==> config.mk <==
export PLATFORM = sky130hd
export DESIGN_NAME = lut5_cfg_writer
export DESIGN_NICKNAME = d
export VERILOG_FILES = /design/src/rtl/lut_cfg_pkg.sv /design/src/rtl/lut5_cfg_table.sv /design/src/rtl/lut5_cfg_writer.sv
export SDC_FILE = /design/constraint.sdc
export NUM_CORES = 1
export LEC_CHECK = 0
export BUFFER_PORTS_ARGS = -buffer_cell sky130_fd_sc_hd__buf_2
export CORE_AREA = 4 4 82 84
export CTS_CLUSTER_DIAMETER = 50
export DETAILED_ROUTE_END_ITERATION = 10
export DIE_AREA = 0 0 86 88
export HOLD_SLACK_MARGIN = 0.06
export PLACE_DENSITY = 0.76
export SETUP_SLACK_MARGIN = 0.3
export SLEW_MARGIN = 15
export SYNTH_ARGS = -nofsm -noshare
export SYNTH_HDL_FRONTEND = slang
export SYNTH_SLANG_ARGS = --single-unit
==> constraint.sdc <==
create_clock -name CLK -period 2.27 [get_ports CLK]
set_clock_uncertainty 0.2 [all_clocks]
set_input_delay 0.3405 -clock CLK [delete_from_list [all_inputs] [get_ports CLK]]
set_output_delay 0.3405 -clock CLK [all_outputs]
set_load 0.05 [all_outputs]
==> src/rtl/lut_cfg_pkg.sv <==
// Shared definitions for the run-time LUT5 configuration writer.
package lut_cfg_pkg;

  localparam int LUT_ADDR_W = 5;
  localparam int LUT_DEPTH  = 32;
  localparam int CNT_W      = 6;

  // Count value on which the final shift of a word happens.
  localparam logic [CNT_W-1:0] LAST_CNT = CNT_W'(LUT_DEPTH - 1);

  typedef enum logic [1:0] {
    ST_IDLE  = 2'd0,
    ST_SHIFT = 2'd1,
    ST_DONE  = 2'd2
  } state_e;

endpackage

==> src/rtl/lut5_cfg_table.sv <==
// Truth-table register with serial shift-in, combinational lookup and
// cascade output (the bit that leaves the table on the next shift).
module lut5_cfg_table
  import lut_cfg_pkg::*;
#(
  parameter logic [LUT_DEPTH-1:0] INIT = '0
) (
  input  logic                  clk,
  input  logic                  rst,
  input  logic                  shift_en,
  input  logic                  shift_bit,
  input  logic [LUT_ADDR_W-1:0] adr,
  output logic                  o,
  output logic                  cdo
);

  logic [LUT_DEPTH-1:0] table_q;
  logic [LUT_DEPTH-1:0] table_d;

  // Next table: shift one bit in at the LSB when enabled, else hold.
  always_comb begin
    // NOTE: default-assign first so every path drives table_d; otherwise a latch is inferred.
    table_d = table_q;
    if (shift_en) begin
      table_d = {table_q[LUT_DEPTH-2:0], shift_bit};
    end
  end

  // Table register; synchronous reset reloads the static INIT contents.
  always_ff @(posedge clk) begin
    // NOTE: sequential state uses non-blocking assignments so all flops update together.
    if (rst) begin
      table_q <= INIT;
    end else begin
      table_q <= table_d;
    end
  end

  // Zero-latency lookup, valid mid-shift too (consumers qualify with BUSY).
  assign o   = table_q[adr];
  assign cdo = table_q[LUT_DEPTH-1];

endmodule

==> src/rtl/lut5_cfg_writer.sv <==
// Run-time writer for a 5-input LUT: accepts a 32-bit truth-table word over
// valid/ready and shifts it MSB first into the table, one bit per CE cycle.
module lut5_cfg_writer
  import lut_cfg_pkg::*;
#(
  parameter logic [LUT_DEPTH-1:0] INIT = 32'h0000_0000,
  parameter                       LOC  = "UNPLACED"
) (
  input  logic                 CLK,
  input  logic                 RST,
  input  logic [LUT_DEPTH-1:0] CFG_DATA,
  input  logic                 CFG_VALID,
  output logic                 CFG_READY,
  input  logic                 CE,
  input  logic                 ADR0,
  input  logic                 ADR1,
  input  logic                 ADR2,
  input  logic                 ADR3,
  input  logic                 ADR4,
  output logic                 O,
  output logic                 CDO,
  output logic                 BUSY,
  output logic                 DONE
);

  // Placement attribute only; it never changes the function.
  if (LOC != "UNPLACED") begin : g_placed
  end

  state_e               state_q, state_d;
  logic [LUT_DEPTH-1:0] shreg_q, shreg_d;
  logic [CNT_W-1:0]     cnt_q, cnt_d;
  logic                 ready_q, ready_d;
  logic                 busy_q, busy_d;
  logic                 done_q, done_d;
  logic                 accept;
  logic                 shift_en;

  // Handshake, shift sequencing and next values of the registered outputs.
  always_comb begin
    state_d  = state_q;
    shreg_d  = shreg_q;
    cnt_d    = cnt_q;
    shift_en = 1'b0;
    accept   = CFG_VALID && ready_q;

    case (state_q)
      ST_IDLE: begin
        if (accept) begin
          shreg_d = CFG_DATA;
          cnt_d   = '0;
          state_d = ST_SHIFT;
        end
      end
      ST_SHIFT: begin
        if (CE) begin
          shift_en = 1'b1;
          shreg_d  = {shreg_q[LUT_DEPTH-2:0], 1'b0};
          // Count stops at 31 on the final shift; it restarts on acceptance.
          if (cnt_q == LAST_CNT) begin
            state_d = ST_DONE;
          end else begin
            cnt_d = cnt_q + 1'b1;
          end
        end
      end
      ST_DONE: begin
        // Accepting here removes the IDLE bubble for back-to-back words.
        if (accept) begin
          shreg_d = CFG_DATA;
          cnt_d   = '0;
          state_d = ST_SHIFT;
        end else begin
          state_d = ST_IDLE;
        end
      end
      default: state_d = ST_IDLE;
    endcase

    ready_d = (state_d != ST_SHIFT);
    busy_d  = (state_d == ST_SHIFT);
    done_d  = (state_d == ST_DONE);
  end

  // Controller state and registered outputs; reset overrides everything.
  always_ff @(posedge CLK) begin
    if (RST) begin
      state_q <= ST_IDLE;
      shreg_q <= '0;
      cnt_q   <= '0;
      ready_q <= 1'b1;
      busy_q  <= 1'b0;
      done_q  <= 1'b0;
    end else begin
      state_q <= state_d;
      shreg_q <= shreg_d;
      cnt_q   <= cnt_d;
      ready_q <= ready_d;
      busy_q  <= busy_d;
      done_q  <= done_d;
    end
  end

  lut5_cfg_table #(
    .INIT (INIT)
  ) u_table (
    .clk       (CLK),
    .rst       (RST),
    .shift_en  (shift_en),
    .shift_bit (shreg_q[LUT_DEPTH-1]),
    .adr       ({ADR4, ADR3, ADR2, ADR1, ADR0}),
    .o         (O),
    .cdo       (CDO)
  );

  assign CFG_READY = ready_q;
  assign BUSY      = busy_q;
  assign DONE      = done_q;

endmodule

After elaboration in Yosys (flattened, before gate mapping)
Cells that the tools add are included.
{ "totals": {"mem_count": 0, "latch_bits": 0, "output_inout_bits": 5, "wordCells": 40, "romBits": 0, "ram_bits": 0, "regBits": 75, "input_bits": 41} }
{ "classes": {"bitwise_logic": 0, "reduce_logical": 6, "magnitude_cmp": 1, "eq_ne": 9, "shift": 0, "add_sub_neg": 1, "mul": 0, "div": 0, "n_mux": 16} }
{ "op_table": {"columns": ["cell", "count"], "rows": [
  ["32-bit 2-to-1 mux", 2],
  ["32-bit case mux with 2 select lines", 1],
  ["6-bit 2-to-1 mux", 3],
  ["6-bit case mux with 2 select lines", 1],
  ["6-bit by 1-bit adder with 6-bit output (second input constant)", 1],
  ["6-bit by 5-bit == test with 1-bit output (second input constant)", 1],
  ["5-bit by 6-bit < comparator with 1-bit output (second input constant)", 1],
  ["2-bit 2-to-1 mux", 3],
  ["2-bit case mux with 3 select lines", 1],
  ["1-bit binary-select mux with 5-bit select", 1],
  ["2-bit by 1-bit == test with 1-bit output (second input constant)", 2],
  ["2-bit == test (second input constant)", 2],
  ["1-bit 2-to-1 mux", 4],
  ["2-bit by 1-bit inequality test with 1-bit output (second input constant)", 2],
  ["2-bit inequality test (second input constant)", 2],
  ["4-bit AND reduction", 1],
  ["3-bit AND reduction", 1],
  ["2-bit zero test", 1],
  ["2-bit nonzero test", 1],
  ["2-bit OR reduction", 1],
  ["1-bit logical AND", 1]
]} }

Longest topological paths before layout
Gate-level depths: netlist of the first run.
{ "depth": {"depth_word": 5, "mapped_depth": 8, "depth_no_buf": 6} }

By module
Synthesis of the first run repeated with hierarchy kept, for this count alone.
{ "unflattened": {"hier_cells": 340, "area_unflattened_um2": 3323.2} }
{ "by_module_without_submodules": {"columns": ["mod", "seq_area_each_um2", "area_each_um2", "cells_per_inst", "instances"], "rows": [
  ["lut5_cfg_writer", 860.8, 1886.8, 196, 1],
  ["lut5_cfg_table", 640.6, 1436.4, 144, 1]
]} }

Least setup slack after synthesis of the first run
No wires, ideal clock.
{ "synth_path": {"kind": "input port to output port", "from": "in ADR1", "to": "out O", "stages": 7, "path_slack_ns": 0.056, "n_path_buf": 2, "arrival_time_ns": 1.674, "required_time_ns": 1.730, "path_cell_list": "buf_2 > buf_2 > mux2i_1 > a22oi_1 > nand3_1 > nand2_1 > a311o_1"} }
{ "synth_via": {"elab_chain_len": 2} }
{ "synth_lines": {"columns": ["item", "line_no", "text"], "rows": [
  ["start, declared", "lut5_cfg_writer.sv:16", "input logic ADR1,"],
  ["1-bit binary-select mux with 5-bit select", "lut5_cfg_table.sv:40", "assign o = table_q[adr];"],
  ["1-bit 2-to-1 mux (not written as such)", "lut5_cfg_table.sv:40", null],
  ["end, declared", "lut5_cfg_writer.sv:20", "output logic O,"]
]} }
Every way passes these cells. The select of a mux whose other input is x is not followed.

Worst setup path in the final report of the first run
{ "layout_path": {"from": "in ADR0", "to": "out O"} }
{ "layout_via": {"elab_chain_len": 2} }
{ "layout_lines": {"columns": ["item", "line_no", "text"], "rows": [
  ["start, declared", "lut5_cfg_writer.sv:15", "input logic ADR0,"],
  ["1-bit binary-select mux with 5-bit select", "lut5_cfg_table.sv:40", null],
  ["1-bit 2-to-1 mux (not written as such)", "lut5_cfg_table.sv:40", null]
]} }
Every way passes these cells. The select of a mux whose other input is x is not followed.

==> results of run 1 <==
[flip-flops by register name (all words and copies together), names as in the netlist]
signal,flops
shreg_q,32
u_table.table_q,32
cnt_q,6
state_q,2
BUSY,1
CFG_READY,1
DONE,1
[kinds of logic (layout without fill, tap and decap cells)]
family,Yosys count,count (layout),share of synthesized area (%)
adders and majority gates,1,1,0.3851
DFF,75,75,46.22
xor gates and xnor gates,3,3,0.8091
and+or+nand+nor,139,139,18.18
AOI/OAI and AO/OA,79,79,15.45
muxes,48,48,14.79
buffers and inverters,29,79,4.160
[power by group through the flow]
stage / clock (mW) / combinational (mW) / sequential (mW)
floorplan: 0 / 0.318 / 1.47
global placement: 0 / 0.406 / 1.47
detailed placement: 0 / 0.418 / 1.47
CTS: 1.24 / 0.435 / 1.44
global route: 1.30 / 0.487 / 1.45
finish: 1.21 / 0.434 / 1.44
[cell type report]
cell class / instances / share of cell area (%)
Clock buffer: 11 / 3.636
Clock inverter: 5 / 2.574
Inverter: 1 / 0.09653
Multi-Input combinational cell: 270 / 41.80
Sequential cell: 75 / 38.87
Tap cell: 75 / 2.413
Timing Repair Buffer: 62 / 10.62
[cells in the final DEF, fill, tap and decap left out, drive strengths merged, types with 6 or more instances in the layout]
master	instances
buf	61
nand2	72
a211oi	32
dfxtp	75
mux2i	48
a21oi	37
nor2	42
nand3	6
clkbuf	11
[timing repair]
item / CTS / global route
endpoints found under the setup margin: 1 / 9
pin swaps: 1 / 6
cloned: 1 / 0
gates resized for setup: 10 / 4
hold buffers: 1 / 0
buffers inserted: 5 / 1
endpoints found under the hold margin: 1 / 0
[layer usage]
metal	vias to the layer above	share of wire, %
met5	-	0
met4	0	1.5
met3	9	4.3
met2	60	51
met1	1255	43
li1	1384	-
[metrics by stage]
step	hold slack, ns	utilization [%]	setup slack, ns
2_1_floorplan	0.2322	-	0.3002
3_3_place_gp	0.2459	59.64	0.1457
4_1_cts	0.1234	65.34	0.1421
5_1_grt	0.1397	65.68	0.03437
3_5_place_dp	0.2634	59.64	0.08467
6_report	0.1343	65.68	0.1184
[worst paths after layout]
path,startpoint,end,cells past startpoint
setup / recovery,ADR0,O,7
hold / removal,CFG_DATA[15],shreg_q[15]$_SDFFE_PP0P_,3
setup reg to reg,state_q[0]$_SDFF_PP0_,shreg_q[26]$_SDFFE_PP0P_,6
hold reg to reg,u_table.table_q[24]$_SDFFE_PP0P_,u_table.table_q[25]$_SDFFE_PP0P_,2
[worst reg2reg max path, stage by stage, from the launching register on]
cell	delay [ns]
dfxtp_2	0.38
nand2b_1	0.12
or2_1	0.31
nand2_8	0.23
buf_12	0.19
nor2_1	0.05
a211oi_1	0.22
==> results.sh, run 1 <==
export IMPL_status="finished, final reports clean"
export IMPL_crit_path_max_incr_delay_ns=0.38
export IMPL_syn_inst=374
export IMPL_busiest_layer="met2"
export IMPL_pwr_share_seq_pct=46.7
export IMPL_rows=28
export IMPL_clkPwrFrac_pct=39.2
export IMPL_ant_nets=0
export IMPL_drv_cap=0
export IMPL_start_util_pct=54.86
export IMPL_critPathSlowestCell="a311o_2"
export IMPL_period_share_pct=94.78
export IMPL_hold_class="in2reg"
export IMPL_final_layout_size_suffix_gt1_share_pct=20.75
export IMPL_dp_hpwl_mm=4.535
export IMPL_rsz0062_at_grt="yes"
export IMPL_yosys_top_cells_count="75 x dfxtp_1, 71 x nand2_1, 48 x mux2i_1"
export IMPL_cp_cell_sequence="buf_2 -> nor2b_1 -> a22oi_1 -> nand4b_1 -> a21oi_1 -> a311o_2 -> buf_8"
export IMPL_die_area_um2=7568
export IMPL_max_vdd_ir_drop_mv=0.4005
export IMPL_fmax_mhz=464.8
export IMPL_synth_ff_type="dfxtp_1"
export IMPL_clock_root_buffer="clkbuf_8"
export IMPL_antenna_found_initial=0
export IMPL_grt_use_met1_pct=21.69
export IMPL_antennaDiodeCount=0
export IMPL_cp_max_fo=4
export IMPL_io_buffer_count=45
export IMPL_path_clk_slew_ns=0.07
export IMPL_p_leak_nw=1.499
export IMPL_grt_usage_pct=18.90
export IMPL_post_route_cell_area_um2=3889
export IMPL_powerDensity_nw_per_um2=793.7
export IMPL_first_iter_violations=136
export IMPL_gp_congestion=0.8005
export IMPL_synth_most_common_cell="dfxtp_1"
export IMPL_maxSlewViolCount=0
export IMPL_worstMarginPinSlew_ns=0.3440
export IMPL_fill_cells=511
export IMPL_yosysSeqAreaShare_pct=46.22
export IMPL_via_count=2708
export IMPL_ys_ff_latch=75
export IMPL_core_um2=5921
export IMPL_finalCriticalPeriod_ns=2.152
export IMPL_cts_num_sinks=75
export IMPL_worst_skew_pair_late_latency_ns=0.33
export IMPL_power_share_combinational_pct=14.0
export IMPL_met3_usage_pct=3.669
export IMPL_yosysTopAreaCell="dfxtp_1"
export IMPL_end_kind="primary output"
export IMPL_syn_cell_area_um2=3248
export IMPL_multi_input_area_um2=1625
export IMPL_cp_arrival_ns=1.61
export IMPL_grt_pass1_wl_mm=11.50
export IMPL_cp_start_kind="primary input"
export IMPL_r2r_slack_ns=0.49
export IMPL_dr_pass1_iters=4
export IMPL_placedCellCount=475
export IMPL_numCtsBuffers=9
export IMPL_ys_types=32
export IMPL_p_int_mw=2.346
export IMPL_syn_avg_cell_area_um2=8.685
export IMPL_clockBufferDepth=2
export IMPL_die_w_um=86
export IMPL_use_met2_pct=33.71
export IMPL_synth_top_cell_area_share_pct=46.22
export IMPL_grt_pass1_vias=2646
export IMPL_final_cells=499
export IMPL_via_per_inst=5.427
export IMPL_area_growth_pct=19.72
export IMPL_dieHeight_um=88
export IMPL_synth_enable_flop_cells=0
export IMPL_total_power_mw=3.087
export IMPL_grt_max_degree=37
export IMPL_placed_area_um2=3531
export IMPL_htreeDepth=3
export IMPL_finalSetupViolations=0
export IMPL_tritoncts="built"
export IMPL_drc_errors=0
export IMPL_p_switching_uw=740.9
export IMPL_max_slew_margin_pct=77.02
export IMPL_critPathTopFamily="compound AO/OA/AOI/OAI gates"
export IMPL_nets=461
export IMPL_path_class="in2out"
export IMPL_drt_total_wl_mm=6.701
export IMPL_crit_buf_inv=2
export IMPL_seq_area_um2=1511
export IMPL_required_ns=1.73
export IMPL_ioPinCount=46
export IMPL_hold_violations=0
export IMPL_tns_ns=0
export IMPL_synth_area_top_cells="dfxtp_1 46%, mux2i_1 15%, nand2_1 8.2%"
export IMPL_power_switching_share_pct=24.01
export IMPL_async_flop_share_pct=0
export IMPL_syn_nets=416
export IMPL_globalRoute_totalOverflow=0
export IMPL_routedWlPerCell_um=13.43
export IMPL_yosysWarnings=0
Note: power is estimated with default switching activity, not from simulation.
==> run 2, diff against run 1 <==
==> constraint.sdc (replaced) <==
create_clock -name CLK -period 2.19 [get_ports CLK]
set_clock_uncertainty 0.2 [all_clocks]
set_input_delay 0.3285 -clock CLK [delete_from_list [all_inputs] [get_ports CLK]]
set_output_delay 0.3285 -clock CLK [all_outputs]
set_load 0.05 [all_outputs]
==> run 2 against run 1 <==
  * Sequential power up 3%
  * Combinational power up 2%
  * Register-to-register slack worse by 0.04 ns
  * Critical path depth unchanged
  * Setup slack worse by 0.056 ns
  * Final cell count down 1.6%
  * Sequential cell count unchanged
  * Worst hold slack worse by 0.015 ns
  * Global-route usage down 0.82 points
  * Non-clock buffer count down 8
  * Clock-buffer cell count up 2
  * Highest routed layer unchanged
==> results.sh, run 2 (synthesis results as in run 1) <==
export IMPL_worst_skew_pair_late_latency_ns=0.34
export IMPL_htreeDepth=3
export IMPL_antenna_found_initial=0
export IMPL_hold_violations=0
export IMPL_ioPinCount=46
export IMPL_drv_cap=0
export IMPL_max_vdd_ir_drop_mv=0.4568
export IMPL_tritoncts="built"
export IMPL_cp_start_kind="primary input"
export IMPL_grt_pass1_wl_mm=11.07
export IMPL_rows=28
export IMPL_drt_total_wl_mm=6.315
export IMPL_reg_top3="shreg_q: 32 flops, u_table.table_q: 32 flops, cnt_q: 6 flops"
export IMPL_worstMarginPinSlew_ns=0.5122
export IMPL_gp_congestion=0.8028
export IMPL_grt_usage_pct=18.07
export IMPL_cp_arrival_ns=1.60
export IMPL_fmax_mhz=470.0
export IMPL_hold_class="in2reg"
export IMPL_via_count=2634
export IMPL_dieHeight_um=88
export IMPL_post_route_cell_area_um2=3774
export IMPL_final_cell_mix="71 x dfxtp_1, 71 x nand2_1, 48 x mux2i_1, 44 x buf_2, 42 x nor2_1"
export IMPL_critPathSlowestCell="a311o_2"
export IMPL_globalRoute_totalOverflow=0
export IMPL_path_clk_slew_ns=0.08
export IMPL_dp_slack_ns=0.03600
export IMPL_rsz0062_at_grt="yes"
export IMPL_period_share_pct=97.15
export IMPL_die_area_um2=7568
export IMPL_grt_max_degree=35
export IMPL_cp_max_fo=4
export IMPL_final_cells=491
export IMPL_max_slew_margin_pct=65.85
export IMPL_final_layout_size_suffix_gt1_share_pct=18.03
export IMPL_die_w_um=86
export IMPL_drc_errors=0
export IMPL_required_ns=1.66
export IMPL_fin_util_pct=63.74
export IMPL_start_util_pct=54.86
export IMPL_total_power_mw=3.034
export IMPL_status="finished, final reports clean"
export IMPL_ant_nets=0
export IMPL_cts_num_sinks=75
export IMPL_dp_hpwl_mm=4.395
export IMPL_via_per_inst=5.365
export IMPL_routedWlPerCell_um=12.86
export IMPL_placed_area_um2=3536
export IMPL_end_kind="primary output"
export IMPL_core_um2=5921
export IMPL_p_leak_nw=1.430
export IMPL_placedCellCount=474
export IMPL_finalCriticalPeriod_ns=2.128
export IMPL_finalSetupViolations=0
export IMPL_fin_ws_ns=0.06246
export IMPL_grt_pass1_vias=2583
export IMPL_clock_root_buffer="clkbuf_8"
export IMPL_maxSlewViolCount=0
export IMPL_postCtsSetupBuffers=0
export IMPL_numCtsBuffers=9
export IMPL_crit_path_max_incr_delay_ns=0.39
export IMPL_dr_pass1_iters=4
export IMPL_nets=453
export IMPL_first_iter_violations=144
export IMPL_antennaDiodeCount=0
export IMPL_io_buffer_count=45
export IMPL_powerDensity_nw_per_um2=804.0
export IMPL_clockBufferDepth=2
export IMPL_path_class="in2out"
export IMPL_area_growth_pct=16.18
export IMPL_cp_cell_sequence="buf_2 -> nor2b_1 -> a22oi_1 -> nand4b_1 -> a21oi_1 -> a311o_2 -> buf_8"
[run 2: cell types whose count changed in the layout (fill, tap and decap cells not counted), moves of 2 or more]
cell / before / now
buf_4: 14 / 5
dfxtp_1: 67 / 71
dfxtp_2: 8 / 4
bufinv_16: 3 / 1
clkbuf_8: 10 / 12
clkinv_2: 2 / 0
clkinvlp_4: 0 / 2
[run 2: critical path, delay by kind of cell]
family                 cells  cell delay (ns)
AO/OA/AOI/OAI              3             0.58
buffers and inverters      2             0.26
AND/OR/NAND/NOR            2             0.43
[run 2: report_power, final]
group | internal [mW] | switching, mW | total [mW]
clock network | 0.620 | 0.479 | 1.10
registers | 1.45 | 0.0462 | 1.49
logic | 0.194 | 0.247 | 0.441
total | 2.26 | 0.772 | 3.03
[run 2: layout make-up]
cell class	count	area (um2)
Fill cell	525	2147
Inverter	1	3.754
Sequential cell	75	1506
Clock buffer	13	168.9
Tap cell	75	93.84
Timing Repair Buffer	54	342.8
Multi-Input combinational cell	270	1613
Clock inverter	3	45.04
[run 2: final timing paths]
check | startpoint | end | slack, ns | cells after the start
setup / recovery | ADR0 | O | 0.06 | 7
hold / removal | CFG_DATA[13] | shreg_q[13]$_SDFFE_PP0P_ | 0.12 | 3
setup reg to reg | state_q[1]$_SDFF_PP0_ | shreg_q[26]$_SDFFE_PP0P_ | 0.45 | 6
hold reg to reg | shreg_q[31]$_SDFFE_PP0P_ | u_table.table_q[0]$_SDFFE_PP0P_ | 0.25 | 2
[run 2: per-layer routing]
metal  wire [um]  up-vias  GRT usage, %
li1            -     1372             -
met1        2907     1203         21.07
met2        3003       50         31.25
met3         294        9         3.857
met4         110        0         9.353
met5           0        -             0
[run 2: repair_timing]
action                                  CTS  global route
resized for setup                         5             1
pin swaps                                 4             1
hold buffers                              1             0
endpoints found under the hold margin     1             0
endpoints found under the setup margin    1             3
[run 2: through the flow]
stage	TNS, ns	hold slack [ns]
3_3_place_gp	0	0.2487
4_1_cts	0	0.1086
2_1_floorplan	0	0.2322
6_report	0	0.1197
5_1_grt	-0.01085	0.1256
3_5_place_dp	0	0.2504
==> run 3, diff against run 2 <==
--- a/config.mk
+++ b/config.mk
@@ -6,12 +6,12 @@
 export NUM_CORES = 1
 export LEC_CHECK = 0
 export BUFFER_PORTS_ARGS = -buffer_cell sky130_fd_sc_hd__buf_2
-export CORE_AREA = 4 4 82 84
+export CORE_AREA = 4 4 85 87
 export CTS_CLUSTER_DIAMETER = 50
 export DETAILED_ROUTE_END_ITERATION = 10
-export DIE_AREA = 0 0 86 88
+export DIE_AREA = 0 0 89 91
 export HOLD_SLACK_MARGIN = 0.06
-export PLACE_DENSITY = 0.76
+export PLACE_DENSITY = 0.74
 export SETUP_SLACK_MARGIN = 0.3
 export SLEW_MARGIN = 15
 export SYNTH_ARGS = -nofsm -noshare
==> constraint.sdc (replaced) <==
create_clock -name CLK -period 1.92 [get_ports CLK]
set_clock_uncertainty 0.2 [all_clocks]
set_input_delay 0.288 -clock CLK [delete_from_list [all_inputs] [get_ports CLK]]
set_output_delay 0.288 -clock CLK [all_outputs]
set_load 0.05 [all_outputs]
==> run 3 against run 2 <==
  * The run now ends with negative setup slack left
  * Via count grew 6.9%
  * Sequential share of layout area shrank 3.9 points
  * Highest routed layer unchanged
  * Setup slack lost 0.25 ns
  * Final area grew 13%
  * First-iteration DRC count shrank 22%
  * Combinational power grew 55%
  * Register-to-register slack lost 0.13 ns
  * Critical path depth shrank 1
==> results.sh, run 3 (synthesis results as in run 1) <==
export IMPL_status="finished, violations left"
export IMPL_period_share_pct=109.8
export IMPL_first_iter_violations=112
export IMPL_rows=29
export IMPL_p_switching_mw=1.009
export IMPL_htreeDepth=3
export IMPL_hold_class="in2reg"
export IMPL_violations="negative setup slack"
export IMPL_reg2regPathDepth=6
export IMPL_dr_wl_met3_um=289
export IMPL_holdWs_ns=0.06800
export IMPL_drv_cap=0
export IMPL_p_int_mw=3.049
export IMPL_cp_max_fo=3
export IMPL_fin_ws_ns=-0.1885
export IMPL_met2_length_mm=3.466
export IMPL_antennaDiodeCount=0
export IMPL_area_growth_pct=30.78
export IMPL_numCtsBuffers=9
export IMPL_multi_input_area_um2=1769
export IMPL_top_layer_used="met4"
export IMPL_fill_cells=461
export IMPL_dp_hpwl_mm=4.524
export IMPL_io_buffer_count=45
export IMPL_drt_total_wl_mm=7.404
export IMPL_seq_area_um2=1530
export IMPL_dr_pass1_iters=4
export IMPL_gp_congestion=0.8579
export IMPL_required_ns=1.43
export IMPL_core_um2=6350
export IMPL_grt_max_degree=35
export IMPL_clockBufferDepth=2
export IMPL_antenna_found_initial=0
export IMPL_crit_path_max_incr_delay_ns=0.38
export IMPL_grt_usage_pct=18.10
export IMPL_via_count=2816
export IMPL_rsz0062_at_grt="yes"
export IMPL_fin_util_pct=66.90
export IMPL_finalCriticalPeriod_ns=2.108
export IMPL_final_layout_size_suffix_gt1_share_pct=29.29
export IMPL_worstMarginPinSlew_ns=0.3756
export IMPL_powerDensity_nw_per_um2=955.3
export IMPL_r2r_end="shreg_q[9]$_SDFFE_PP0P_"
export IMPL_whs_endpoint="shreg_q[10]$_SDFFE_PP0P_"
export IMPL_p_leak_nw=1.630
export IMPL_power_switching_share_pct=24.87
export IMPL_dieHeight_um=91
export IMPL_critPathSlowestCell="a311o_2"
export IMPL_ant_nets=0
export IMPL_pwr_share_seq_pct=42.0
export IMPL_max_vdd_ir_drop_mv=0.7170
export IMPL_crit_buf_inv=1
export IMPL_cts_num_sinks=75
export IMPL_nets=474
export IMPL_die_area_um2=8099
export IMPL_r2r_start="state_q[1]$_SDFF_PP0_"
export IMPL_cp_start_kind="flip-flop"
export IMPL_tns_ns=-0.1885
export IMPL_routedWlPerCell_um=14.40
export IMPL_via_per_inst=5.479
export IMPL_min_path_cells=3
export IMPL_critPathTopFamily="compound AO/OA/AOI/OAI gates"
export IMPL_maxSlewViolCount=0
export IMPL_ioPinCount=46
export IMPL_max_slew_margin_pct=74.96
export IMPL_reg_top3="shreg_q: 32 flops, u_table.table_q: 32 flops, cnt_q: 6 flops"
export IMPL_finalSetupViolations=1
export IMPL_cp_arrival_ns=1.62
export IMPL_path_clk_slew_ns=0.08
export IMPL_wl_met1_mm=3.519
export IMPL_hold_violations=0
export IMPL_globalRoute_totalOverflow=0
export IMPL_cp_cell_sequence="mux2i_1 -> nand2_1 -> nand4b_1 -> a21oi_1 -> a311o_2 -> buf_8"
export IMPL_worst_skew_pair_late_latency_ns=0.34
export IMPL_hp_start="CFG_DATA[10]"
export IMPL_die_w_um=89
export IMPL_path_class="reg2out"
export IMPL_tritoncts="built"
export IMPL_fmax_mhz=474.3
export IMPL_grt_pass1_wl_mm=11.85
export IMPL_grt_pass1_vias=2661
export IMPL_r2r_slack_ns=0.32
export IMPL_end_kind="primary output"
export IMPL_final_cell_mix="71 x nand2_1, 62 x dfxtp_1, 48 x mux2i_1, 44 x buf_2, 41 x nor2_1"
export IMPL_clock_root_buffer="clkbuf_8"
export IMPL_clkPwrFrac_pct=41.1
export IMPL_mostFrequentLayoutCell="nand2_1"
export IMPL_start_util_pct=51.15
export IMPL_drc_errors=0
export IMPL_power_share_combinational_pct=16.9
-- run 3: changes by cell type in the layout (fill, tap and decap cells not counted), moves of 4 or more --
cell       before  now
clkbuf_16       0    5
dfxtp_2         4    8
dfxtp_1        71   62
a211oi_1       32   19
buf_4           5   17
a211oi_2        0   13
dfxtp_4         0    5
-- run 3: metrics by stage --
step	std cells	setup WS (ns)	power (mW)	area, um2
after floorplan	374	0.06677	2.123	3302
after global placement	479	-0.09522	2.235	3581
after detailed placement	479	-0.1380	2.251	3581
after CTS	505	-0.1664	3.948	4010
after global routing	514	-0.2476	4.214	4248
final	514	-0.1885	4.058	4248
-- run 3: repair_timing --
action,4_1_cts,5_1_grt
resized for setup,21,24
pin swaps,6,29
hold endpoints to repair,4,0
endpoints found under the setup margin,30,36
hold buffers,2,0
buffers inserted,7,4
gates cloned,1,5
-- run 3: power by group through the flow --
stage               combinational, mW  sequential, mW  clock (mW)
floorplan                       0.383            1.74           0
global placement                0.499            1.74           0
detailed placement              0.510            1.74           0
CTS                             0.558            1.70        1.69
global route                    0.740            1.72        1.76
finish                          0.685            1.70        1.67
-- run 3: final cells by class --
cell class / instances / share of cell area [%]
clock buffers: 10 / 3.505
multi-input cells: 272 / 41.65
well taps: 77 / 2.268
inverters: 1 / 0.08837
clock inverters: 6 / 3.152
flip-flops and latches: 75 / 36.02
repair buffers: 73 / 13.31
-- run 3: worst max path at each step --
stage | depth (start not counted) | start | to
after global routing | 6 | u_table.table_q[18]$_SDFFE_PP0P_ | O
after CTS | 6 | u_table.table_q[19]$_SDFFE_PP0P_ | O
after detailed placement | 8 | ADR1 | O
final | 6 | u_table.table_q[18]$_SDFFE_PP0P_ | O
after floorplan | 7 | ADR1 | O
after global placement | 8 | ADR1 | O
-- run 3: routing by layer --
layer  vias to the layer above  global-route usage [%]
met3                        11                   3.439
li1                       1418                       -
met2                        53                   28.47
met4                         0                   7.444
met1                      1334                   24.21
met5                         -                       0
-- run 3: tightest hold or removal path: cells and delay by family --
family / cells / cell delay [ns]
buffers and inverters: 1 / 0.09
muxes: 1 / 0.11
AOI/OAI and AO/OA: 1 / 0.08
